==> config.mk <==
export PLATFORM = sky130hd
export DESIGN_NAME = ibex_rf_write_sched_flat
export DESIGN_NICKNAME = d
export VERILOG_FILES = /design/src/rtl/ibex_rf_write_sched_if.sv /design/src/rtl/ibex_rf_write_sched.sv /design/src/flat_wrapper.sv
export SDC_FILE = /design/constraint.sdc
export NUM_CORES = 1
export LEC_CHECK = 0
export ABC_CLOCK_PERIOD_IN_PS = 2000
export CORE_ASPECT_RATIO = 0.75
export CORE_MARGIN = 5
export CORE_UTILIZATION = 40
export DETAILED_ROUTE_END_ITERATION = 6
export GPL_TIMING_DRIVEN = 0
export PLACE_DENSITY = 0.85
export SLEW_MARGIN = 20
export SYNTH_ARGS = -nofsm -noshare
export SYNTH_HDL_FRONTEND = slang
export SYNTH_SLANG_ARGS = --single-unit
==> constraint.sdc <==
create_clock -name clk_i -period 2 [get_ports clk_i]
set_input_delay 0.2 -clock clk_i [delete_from_list [all_inputs] [get_ports clk_i]]
set_output_delay 0.2 -clock clk_i [all_outputs]
set_load 0.1 [all_outputs]
==> src/rtl/ibex_rf_write_sched_if.sv <==
// Request bundle for the register-file write scheduler: core and auxiliary
// write requesters, each with a valid/ready handshake.
interface ibex_rf_write_sched_if #(
    parameter int DataWidth = 32
);
    logic                 c_valid_i;
    logic                 c_ready_o;
    logic [4:0]           c_addr_i;
    logic [DataWidth-1:0] c_data_i;
    logic                 a_valid_i;
    logic                 a_ready_o;
    logic [4:0]           a_addr_i;
    logic [DataWidth-1:0] a_data_i;

    // Handshake: a request transfers on a rising clock edge where valid && ready;
    // while valid && !ready the requester holds addr/data stable, and ready may
    // depend combinationally on valid.
    modport master (
        output c_valid_i, c_addr_i, c_data_i,
        output a_valid_i, a_addr_i, a_data_i,
        input  c_ready_o, a_ready_o
    );

    modport slave (
        input  c_valid_i, c_addr_i, c_data_i,
        input  a_valid_i, a_addr_i, a_data_i,
        output c_ready_o, a_ready_o
    );
endinterface

==> src/rtl/ibex_rf_write_sched.sv <==
// Shares the single register-file write port between core writeback and an
// auxiliary requester, with a starvation guard and a zeroing init sweep.
module ibex_rf_write_sched #(
    parameter bit                   RV32E       = 1'b0,
    parameter int                   DataWidth   = 32,
    parameter logic [DataWidth-1:0] WordZeroVal = '0,
    parameter bit                   InitOnReset = 1'b1,
    parameter int                   StarveLimit = 4
) (
    input  logic                 clk_i,
    input  logic                 rst_i,
    input  logic                 init_req_i,
    output logic                 init_busy_o,
    output logic                 init_done_o,
    ibex_rf_write_sched_if.slave req_if,
    output logic                 rf_we_o,
    output logic [4:0]           rf_waddr_o,
    output logic [DataWidth-1:0] rf_wdata_o,
    output logic                 err_o
);
    localparam int             ADDR_WIDTH = RV32E ? 4 : 5;
    localparam int             NUM_WORDS  = 1 << ADDR_WIDTH;
    localparam logic [4:0]     LAST_ADDR  = 5'(NUM_WORDS - 1);
    localparam logic [5:0]     NW_LIMIT   = 6'(NUM_WORDS);
    localparam logic [3:0]     STARVE_LIM = 4'(StarveLimit);

    typedef enum logic {ST_RUN = 1'b0, ST_SWEEP = 1'b1} state_e;

    state_e               r_state;
    state_e               w_state_nxt;
    logic [4:0]           r_sweep_cnt;
    logic [3:0]           r_starve_cnt;
    logic                 r_rf_we;
    logic [4:0]           r_rf_waddr;
    logic [DataWidth-1:0] r_rf_wdata;
    logic                 r_init_done;
    logic                 r_err;

    logic                 w_force;
    logic                 w_c_ready;
    logic                 w_a_ready;
    logic                 w_c_acc;
    logic                 w_a_acc;
    logic                 w_acc;
    logic [4:0]           w_acc_addr;
    logic [DataWidth-1:0] w_acc_data;
    logic                 w_in_range;
    logic                 w_sweep_last;

    assign w_sweep_last = (r_sweep_cnt == LAST_ADDR);

    always_comb begin
        w_state_nxt = r_state;
        w_force     = 1'b0;
        w_c_ready   = 1'b0;
        w_a_ready   = 1'b0;
        w_c_acc     = 1'b0;
        w_a_acc     = 1'b0;
        w_acc       = 1'b0;
        w_acc_addr  = req_if.c_addr_i;
        w_acc_data  = req_if.c_data_i;
        case (r_state)
            ST_SWEEP: begin
                if (w_sweep_last) w_state_nxt = ST_RUN;
            end
            default: begin
                if (init_req_i) begin
                    w_state_nxt = ST_SWEEP;
                end else begin
                    // Aux jumps ahead only after waiting StarveLimit cycles.
                    w_force   = req_if.a_valid_i && (r_starve_cnt == STARVE_LIM);
                    w_a_ready = w_force || !req_if.c_valid_i;
                    w_c_ready = !w_force;
                    w_c_acc   = req_if.c_valid_i && w_c_ready;
                    w_a_acc   = req_if.a_valid_i && w_a_ready && !w_c_acc;
                    w_acc     = w_c_acc || w_a_acc;
                    if (w_a_acc) begin
                        w_acc_addr = req_if.a_addr_i;
                        w_acc_data = req_if.a_data_i;
                    end
                end
            end
        endcase
    end

    assign w_in_range = ({1'b0, w_acc_addr} < NW_LIMIT);

    always_ff @(posedge clk_i) begin
        if (rst_i) begin
            r_state      <= InitOnReset ? ST_SWEEP : ST_RUN;
            r_sweep_cnt  <= 5'd1;
            r_starve_cnt <= 4'd0;
            r_rf_we      <= 1'b0;
            r_rf_waddr   <= 5'd0;
            r_rf_wdata   <= '0;
            r_init_done  <= 1'b0;
            r_err        <= 1'b0;
        end else begin
            r_state     <= w_state_nxt;
            r_rf_we     <= 1'b0;
            r_init_done <= 1'b0;
            r_err       <= 1'b0;
            if (r_state == ST_SWEEP) begin
                r_rf_we      <= 1'b1;
                r_rf_waddr   <= r_sweep_cnt;
                r_rf_wdata   <= WordZeroVal;
                r_starve_cnt <= 4'd0;
                if (w_sweep_last) begin
                    r_init_done <= 1'b1;
                    r_sweep_cnt <= 5'd1;
                end else begin
                    r_sweep_cnt <= r_sweep_cnt + 5'd1;
                end
            end else begin
                if (w_acc) begin
                    // Address 0 and out-of-range addresses are accepted but never written.
                    r_rf_waddr <= w_acc_addr;
                    r_rf_wdata <= w_acc_data;
                    r_rf_we    <= (w_acc_addr != 5'd0) && w_in_range;
                    r_err      <= !w_in_range;
                end
                if (init_req_i || !req_if.a_valid_i || w_a_acc) begin
                    r_starve_cnt <= 4'd0;
                end else if (r_starve_cnt != STARVE_LIM) begin
                    r_starve_cnt <= r_starve_cnt + 4'd1;
                end
            end
        end
    end

    assign req_if.c_ready_o = w_c_ready;
    assign req_if.a_ready_o = w_a_ready;
    assign init_busy_o      = (r_state == ST_SWEEP);
    assign init_done_o      = r_init_done;
    assign rf_we_o          = r_rf_we;
    assign rf_waddr_o       = r_rf_waddr;
    assign rf_wdata_o       = r_rf_wdata;
    assign err_o            = r_err;
endmodule

==> src/flat_wrapper.sv <==
// flat-port wrapper written by rule: the top's interface ports become plain ports
module ibex_rf_write_sched_flat 
#(
    parameter bit                   RV32E       = 1'b0,
    parameter int                   DataWidth   = 32,
    parameter logic [DataWidth-1:0] WordZeroVal = '0,
    parameter bit                   InitOnReset = 1'b1,
    parameter int                   StarveLimit = 4
)
  (clk_i, rst_i, init_req_i, init_busy_o, init_done_o, rf_we_o, rf_waddr_o, rf_wdata_o, err_o, req_if_c_valid_i, req_if_c_addr_i, req_if_c_data_i, req_if_a_valid_i, req_if_a_addr_i, req_if_a_data_i, req_if_c_ready_o, req_if_a_ready_o);
  ibex_rf_write_sched_if #(.DataWidth(DataWidth)) req_if_i ();
  input  logic clk_i;
  input  logic rst_i;
  input  logic init_req_i;
  output logic init_busy_o;
  output logic init_done_o;
  output logic rf_we_o;
  output logic [4:0] rf_waddr_o;
  output logic [DataWidth-1:0] rf_wdata_o;
  output logic err_o;
  input wire logic [$bits(req_if_i.c_valid_i)-1:0] req_if_c_valid_i;
  input wire logic [$bits(req_if_i.c_addr_i)-1:0] req_if_c_addr_i;
  input wire logic [$bits(req_if_i.c_data_i)-1:0] req_if_c_data_i;
  input wire logic [$bits(req_if_i.a_valid_i)-1:0] req_if_a_valid_i;
  input wire logic [$bits(req_if_i.a_addr_i)-1:0] req_if_a_addr_i;
  input wire logic [$bits(req_if_i.a_data_i)-1:0] req_if_a_data_i;
  output wire logic [$bits(req_if_i.c_ready_o)-1:0] req_if_c_ready_o;
  output wire logic [$bits(req_if_i.a_ready_o)-1:0] req_if_a_ready_o;
  assign req_if_i.c_valid_i = req_if_c_valid_i;
  assign req_if_i.c_addr_i = req_if_c_addr_i;
  assign req_if_i.c_data_i = req_if_c_data_i;
  assign req_if_i.a_valid_i = req_if_a_valid_i;
  assign req_if_i.a_addr_i = req_if_a_addr_i;
  assign req_if_i.a_data_i = req_if_a_data_i;
  assign req_if_c_ready_o = req_if_i.c_ready_o;
  assign req_if_a_ready_o = req_if_i.a_ready_o;
  ibex_rf_write_sched #(.RV32E(RV32E), .DataWidth(DataWidth), .WordZeroVal(WordZeroVal), .InitOnReset(InitOnReset), .StarveLimit(StarveLimit)) u_core (.clk_i(clk_i), .rst_i(rst_i), .init_req_i(init_req_i), .init_busy_o(init_busy_o), .init_done_o(init_done_o), .req_if(req_if_i), .rf_we_o(rf_we_o), .rf_waddr_o(rf_waddr_o), .rf_wdata_o(rf_wdata_o), .err_o(err_o));
endmodule
# Yosys cells after proc, flatten, opt, wreduce, memory -nomap -nowiden
# Index checks and enable logic that the tools add are counted.
[totals] out_inout_bits=43 inputBits=79 wordCells=52 regBits=49
[classes] bitwise_logic=1 eq_ne=3 n_reduce_logical=17 n_mux=22 n_addsub=2
[op_table] operator="32-bit 2-to-1 mux" count=2
[op_table] operator="5-bit 2-to-1 mux" count=6
[op_table] operator="1-bit 2-to-1 mux" count=14
[op_table] operator="5-bit by 1-bit adder with 5-bit output (second input constant)" count=1
[op_table] operator="5-bit equality test (second input constant)" count=1
[op_table] operator="5-bit nonzero test" count=1
[op_table] operator="4-bit by 1-bit adder with 4-bit output (second input constant)" count=1
[op_table] operator="4-bit by 3-bit equality test with 1-bit output (second input constant)" count=1
[op_table] operator="1-bit logical AND" count=4
[op_table] operator="1-bit logical NOT" count=4
[op_table] operator="1-bit logical OR" count=4
[op_table] operator="4-bit by 3-bit != test with 1-bit output (second input constant)" count=1
[op_table] operator="2-bit OR reduction" count=2
[op_table] operator="3-bit OR reduction" count=1
[op_table] operator="2-bit nonzero test" count=1
[op_table] operator="1-bit inverter" count=1

# Longest topological paths before layout
# Gate-level depths: netlist (run 1).
[depth] depth_word=12 mapped_depth=7 ltp_nobuf=7

# Worst setup path before layout (run 1)
# Ideal clock, no wire load.
[synth_timing] path_type="reg2out" start="reg u_core.r_state, in the netlist u_core.init_busy_o" end="out req_if_c_ready_o" path_slack_ns=-0.819 required_time_ns=1.800 path_stages_with_launch=3 arrival_time_ns=2.619 path_cell_list="dfxtp_1 -> or2_4 -> a31oi_1"
[synth_between] elab_chain_len=1
[synth_lines] item="start: declaration" line="ibex_rf_write_sched.sv:29" text="state_e r_state;"
[synth_lines] item="start signal: assignment" line="ibex_rf_write_sched.sv:90" text="r_state <= InitOnReset ? ST_SWEEP : ST_RUN;"
[synth_lines] item="start signal: assignment" line="ibex_rf_write_sched.sv:99" text="r_state <= w_state_nxt;"
[synth_lines] item="1-bit 2-to-1 mux" line="ibex_rf_write_sched.sv:62" text="case (r_state)"
[synth_lines] item="end: declaration" line="flat_wrapper.sv:27" text="output wire logic [$bits(req_if_i.c_ready_o)-1:0] req_if_c_ready_o;"
# Every way passes these cells.

# Final worst setup path (run 1)
[layout_timing] start="reg u_core.r_init_done, in the netlist u_core.init_done_o" end="out init_done_o"
[layout_lines] item="start: declaration" line="ibex_rf_write_sched.sv:36" text="logic r_init_done;"
[layout_lines] item="start signal: assignment" line="ibex_rf_write_sched.sv:96" text="r_init_done <= 1'b0;"
[layout_lines] item="start signal: assignment" line="ibex_rf_write_sched.sv:101" text="r_init_done <= 1'b0;"
[layout_lines] item="start signal: assignment" line="ibex_rf_write_sched.sv:109" text="r_init_done <= 1'b1;"
[layout_lines] item="end: declaration" line="flat_wrapper.sv:16" text="output logic init_done_o;"
# No word-level cell between the ends.

==> impl_metrics.py, run 1 <==
metrics = {
    "outcome": {
        "status": "finished clean",
    },
    "clock_tree": {
        "clock_sinks": 49,
        "cts_hold_buffers": 0,
        "cts_setup_buffers": 0,
        "clockBufferDepth": 2,
        "cts_max_level": 2,
        "clk_pin_slew_worst_paths_ps": 90,
        "clkLatencyLatePin_ps": 290,
        "numCtsBuffers": 5,
        "clockRootBuffer": "clkbuf_8",
        "cts_tree": "done",
    },
    "detailed_routing": {
        "ant_nets": 0,
        "drtPass1Iterations": 4,
        "vias": 2056,
        "drtIter0Drc": 32,
        "finalWirelength_um": 6330,
        "drcViolationCount": 0,
        "wl_per_cell_um": 15.5,
        "via_per_inst": 5.03,
    },
    "setup_path": {
        "cpPeakStageDelay_ps": 1120,
        "path_max_fanout": 1,
        "cp_data_arrival_time_ps": 1720,
        "r2r_setup_slack_ps": 190,
        "cp-start-kind": "flop",
        "cpMaxStageDelayCell": "clkdlybuf4s50_1",
        "critPathRequiredTime_ps": 1800,
        "endpoint_kind": "output pin",
        "r2r-end": "u_core.rf_wdata_o[27]",
        "path_cells": "clkdlybuf4s50_1",
        "cp_top_family": "buffers and inverters",
        "r2r_cells": 7,
        "r2r-start": "u_core.r_starve_cnt[0]",
        "path_buf_inv": 1,
        "path_class": "flop to output pin",
    },
    "synth": {
        "synth_edf_count": 0,
        "ys_seq_elements": 49,
        "netlist_area_sq_um": 2350,
        "synth_warnings": 0,
        "ys_top_cells_by_count": "dfxtp_1, mux2i_1, o2bb2ai_2, nor2_1, o2bb2ai_1",
        "synthFlopType": "dfxtp_1",
        "synthArstFlopShare_pct": 0,
        "synth_top_area_share_pct": 41.7,
        "synth_most_common_cell": "dfxtp_1",
        "synth_top_area_cell": "dfxtp_1",
        "synth.avg_cell_area_sq_um": 11.5,
        "syn_inst": 205,
        "synth_area_leaders": "dfxtp_1, mux2i_1, o2bb2ai_2",
        "ys_types": 38,
        "seq_area_frac_synth_pct": 41.7,
        "syn-num-nets": 288,
    },
    "final_layout": {
        "fin_cells": 409,
        "syn2layout_area_growth_pct": 60.5,
        "finish.instance_area_sq_um": 3780,
        "fin_nets": 414,
        "drive_gt1_share_pct": 15.1,
        "antenna_cells": 0,
    },
    "floorplan": {
        "ioPinCount": 122,
        "die-area_sq_um": 7530,
        "die_h_um": 76.4,
        "coreArea_sq_um": 5770,
        "die_w_um": 98.6,
        "num_rows": 24,
        "start_util_pct": 40.8,
    },
    "pwr": {
        "power_per_cell_area_nw_per_um2": 501,
        "p_leak_nw": 1.77,
        "peakVddDrop_uv": 343,
    },
    "sta": {
        "slew_headroom_pct": 33.4,
        "post-route-period-util_pct": 96.2,
        "rsz0062_at_grt": "no",
        "slew_viol_final": 0,
        "min_period_ps": 1920,
        "finClkSkew_ps": 9.46,
        "final-setup-viol-count": 0,
        "worst-slew-pin-transition_ps": 998,
        "layout_setup_ws_ps": 75.9,
        "max_freq_mhz": 520,
        "finalHoldViolCount": 0,
    },
    "global_route": {
        "top_usage_layer": "met2",
        "grt_remaining_overflow": 0,
        "grt_pass1_vias": 2088,
        "grt_usage_pct": 16.3,
        "grt_pass1_wl_um": 10100,
        "grt_use_met2_pct": 26.8,
        "grt_max_degree": 14,
        "met1_usage_pct": 19.8,
        "antenna_found_initial": 0,
        "met3_usage_pct": 7.23,
    },
    "hold_path": {
        "worstHoldPathCells": 3,
        "hold_end": "u_core.r_starve_cnt[1]",
        "worstHoldStart": "req_if_c_valid_i",
        "hold_class": "input port to flop",
    },
    "job": {
        "drv_cap": 0,
    },
    "placement": {
        "pre_cts_ws_ps": -576,
        "post_dp_cell_area_sq_um": 3670,
        "place_hpwl_um": 5080,
        "placed_cells": 402,
        "io_buffer_count": 119,
        "finalWeightedCongestion": 0.847,
    },
}
cells in the final DEF, fill, tap and decap left out, types with 2 or more instances in the layout:
cell / n
a22oi_1: 5
clkdlybuf4s50_1: 79
nand2b_1: 2
dlygate4sd2_1: 20
and3_1: 3
nor3_1: 3
ha_1: 4
clkbuf_8: 6
o21ai_0: 2
o2bb2ai_2: 20
nor2_1: 12
nand2_1: 3
buf_4: 4
a21oi_4: 3
mux2i_1: 40
o2bb2ai_1: 12
nand3_1: 3
dfxtp_1: 48
inv_1: 5
clkbuf_1: 3
dlymetal6s2s_1: 18
a21oi_1: 3
buf_6: 7
o22ai_1: 5
worst max-delay path by stage:
stage / from / to / slack [ps] / depth (start not counted)
finish: u_core.init_done_o / init_done_o / 80 / 1
global route: u_core.r_starve_cnt[0] / req_if_a_ready_o / 0.8 / 6
CTS: u_core.rf_wdata_o[28] / rf_wdata_o[28] / 0.2 / 1
detailed placement: u_core.r_starve_cnt[0] / req_if_a_ready_o / -580 / 6
global placement: u_core.r_starve_cnt[0] / req_if_a_ready_o / -550 / 6
floorplan: u_core.r_starve_cnt[0] / req_if_a_ready_o / 210 / 5
what timing repair did:
item / in CTS / in global routing
hold endpoints to repair: 0 / 0
resized for setup: 32 / 20
setup endpoints to repair: 22 / 20
stage by stage:
step	TNS, ps	power [W]	hold slack [ps]	utilization [%]
after CTS	0	0.00192	258	64.6
final	0	0.00189	265	65.5
after detailed placement	-1010	0.00135	449	63.6
after global routing	0	0.00198	270	65.5
after floorplan	0	0.00117	317	-
after global placement	-979	0.00135	445	63.6
logic make-up (layout without fill, tap and decap cells):
| family | after synthesis | count (layout) | share of synthesized area (%) |
|---|---|---|---|
| compound gates | 56 | 56 | 25.0 |
| other cells | 1 | 1 | 0.159 |
| fa+ha+maj | 4 | 4 | 2.13 |
| buf+inv | 20 | 146 | 5.85 |
| flops | 49 | 49 | 41.7 |
| simple gates | 35 | 35 | 8.14 |
| mux | 40 | 40 | 17.0 |
metal layers:
| layer | wire, um | share of wire (%) |
|---|---|---|
| met1 | 2740 | 43 |
| met4 | 53 | 0.84 |
| met3 | 587 | 9.3 |
| met2 | 2950 | 47 |
| met5 | 0 | 0 |
registers in the layout, summed over array words and instances, names as in the netlist:
name	cells
u_core.r_starve_cnt	4
u_core.r_sweep_cnt	5
u_core.init_busy_o	1
u_core.init_done_o	1
u_core.rf_we_o	1
u_core.rf_waddr_o	5
u_core.rf_wdata_o	32
final cells by class:
class                           count  area, sq um
Buffer                             15          119
Clock buffer                        7         86.3
Fill cell                         484         1990
Inverter                            5         18.8
Multi-Input combinational cell    136         1260
Sequential cell                    49          982
Tap cell                           78         97.6
Timing Repair Buffer              119         1210
where the power goes:
group          total (W)  switching (W)  internal, W
registers        0.00100      0.0000138     0.000988
clock network   0.000565       0.000290     0.000275
logic           0.000325       0.000134     0.000191
Power figures use the tool's default switching activity.
==> run 2: changes to the inputs <==
--- a/config.mk
+++ b/config.mk
@@ -6,6 +6,7 @@
 export NUM_CORES = 1
 export LEC_CHECK = 0
 export ABC_CLOCK_PERIOD_IN_PS = 2000
+export CAP_MARGIN = 10
 export CORE_ASPECT_RATIO = 0.75
 export CORE_MARGIN = 5
 export CORE_UTILIZATION = 40
==> results of run 2 <==
Final layout, timing and power as in run 1 (identical DEF).
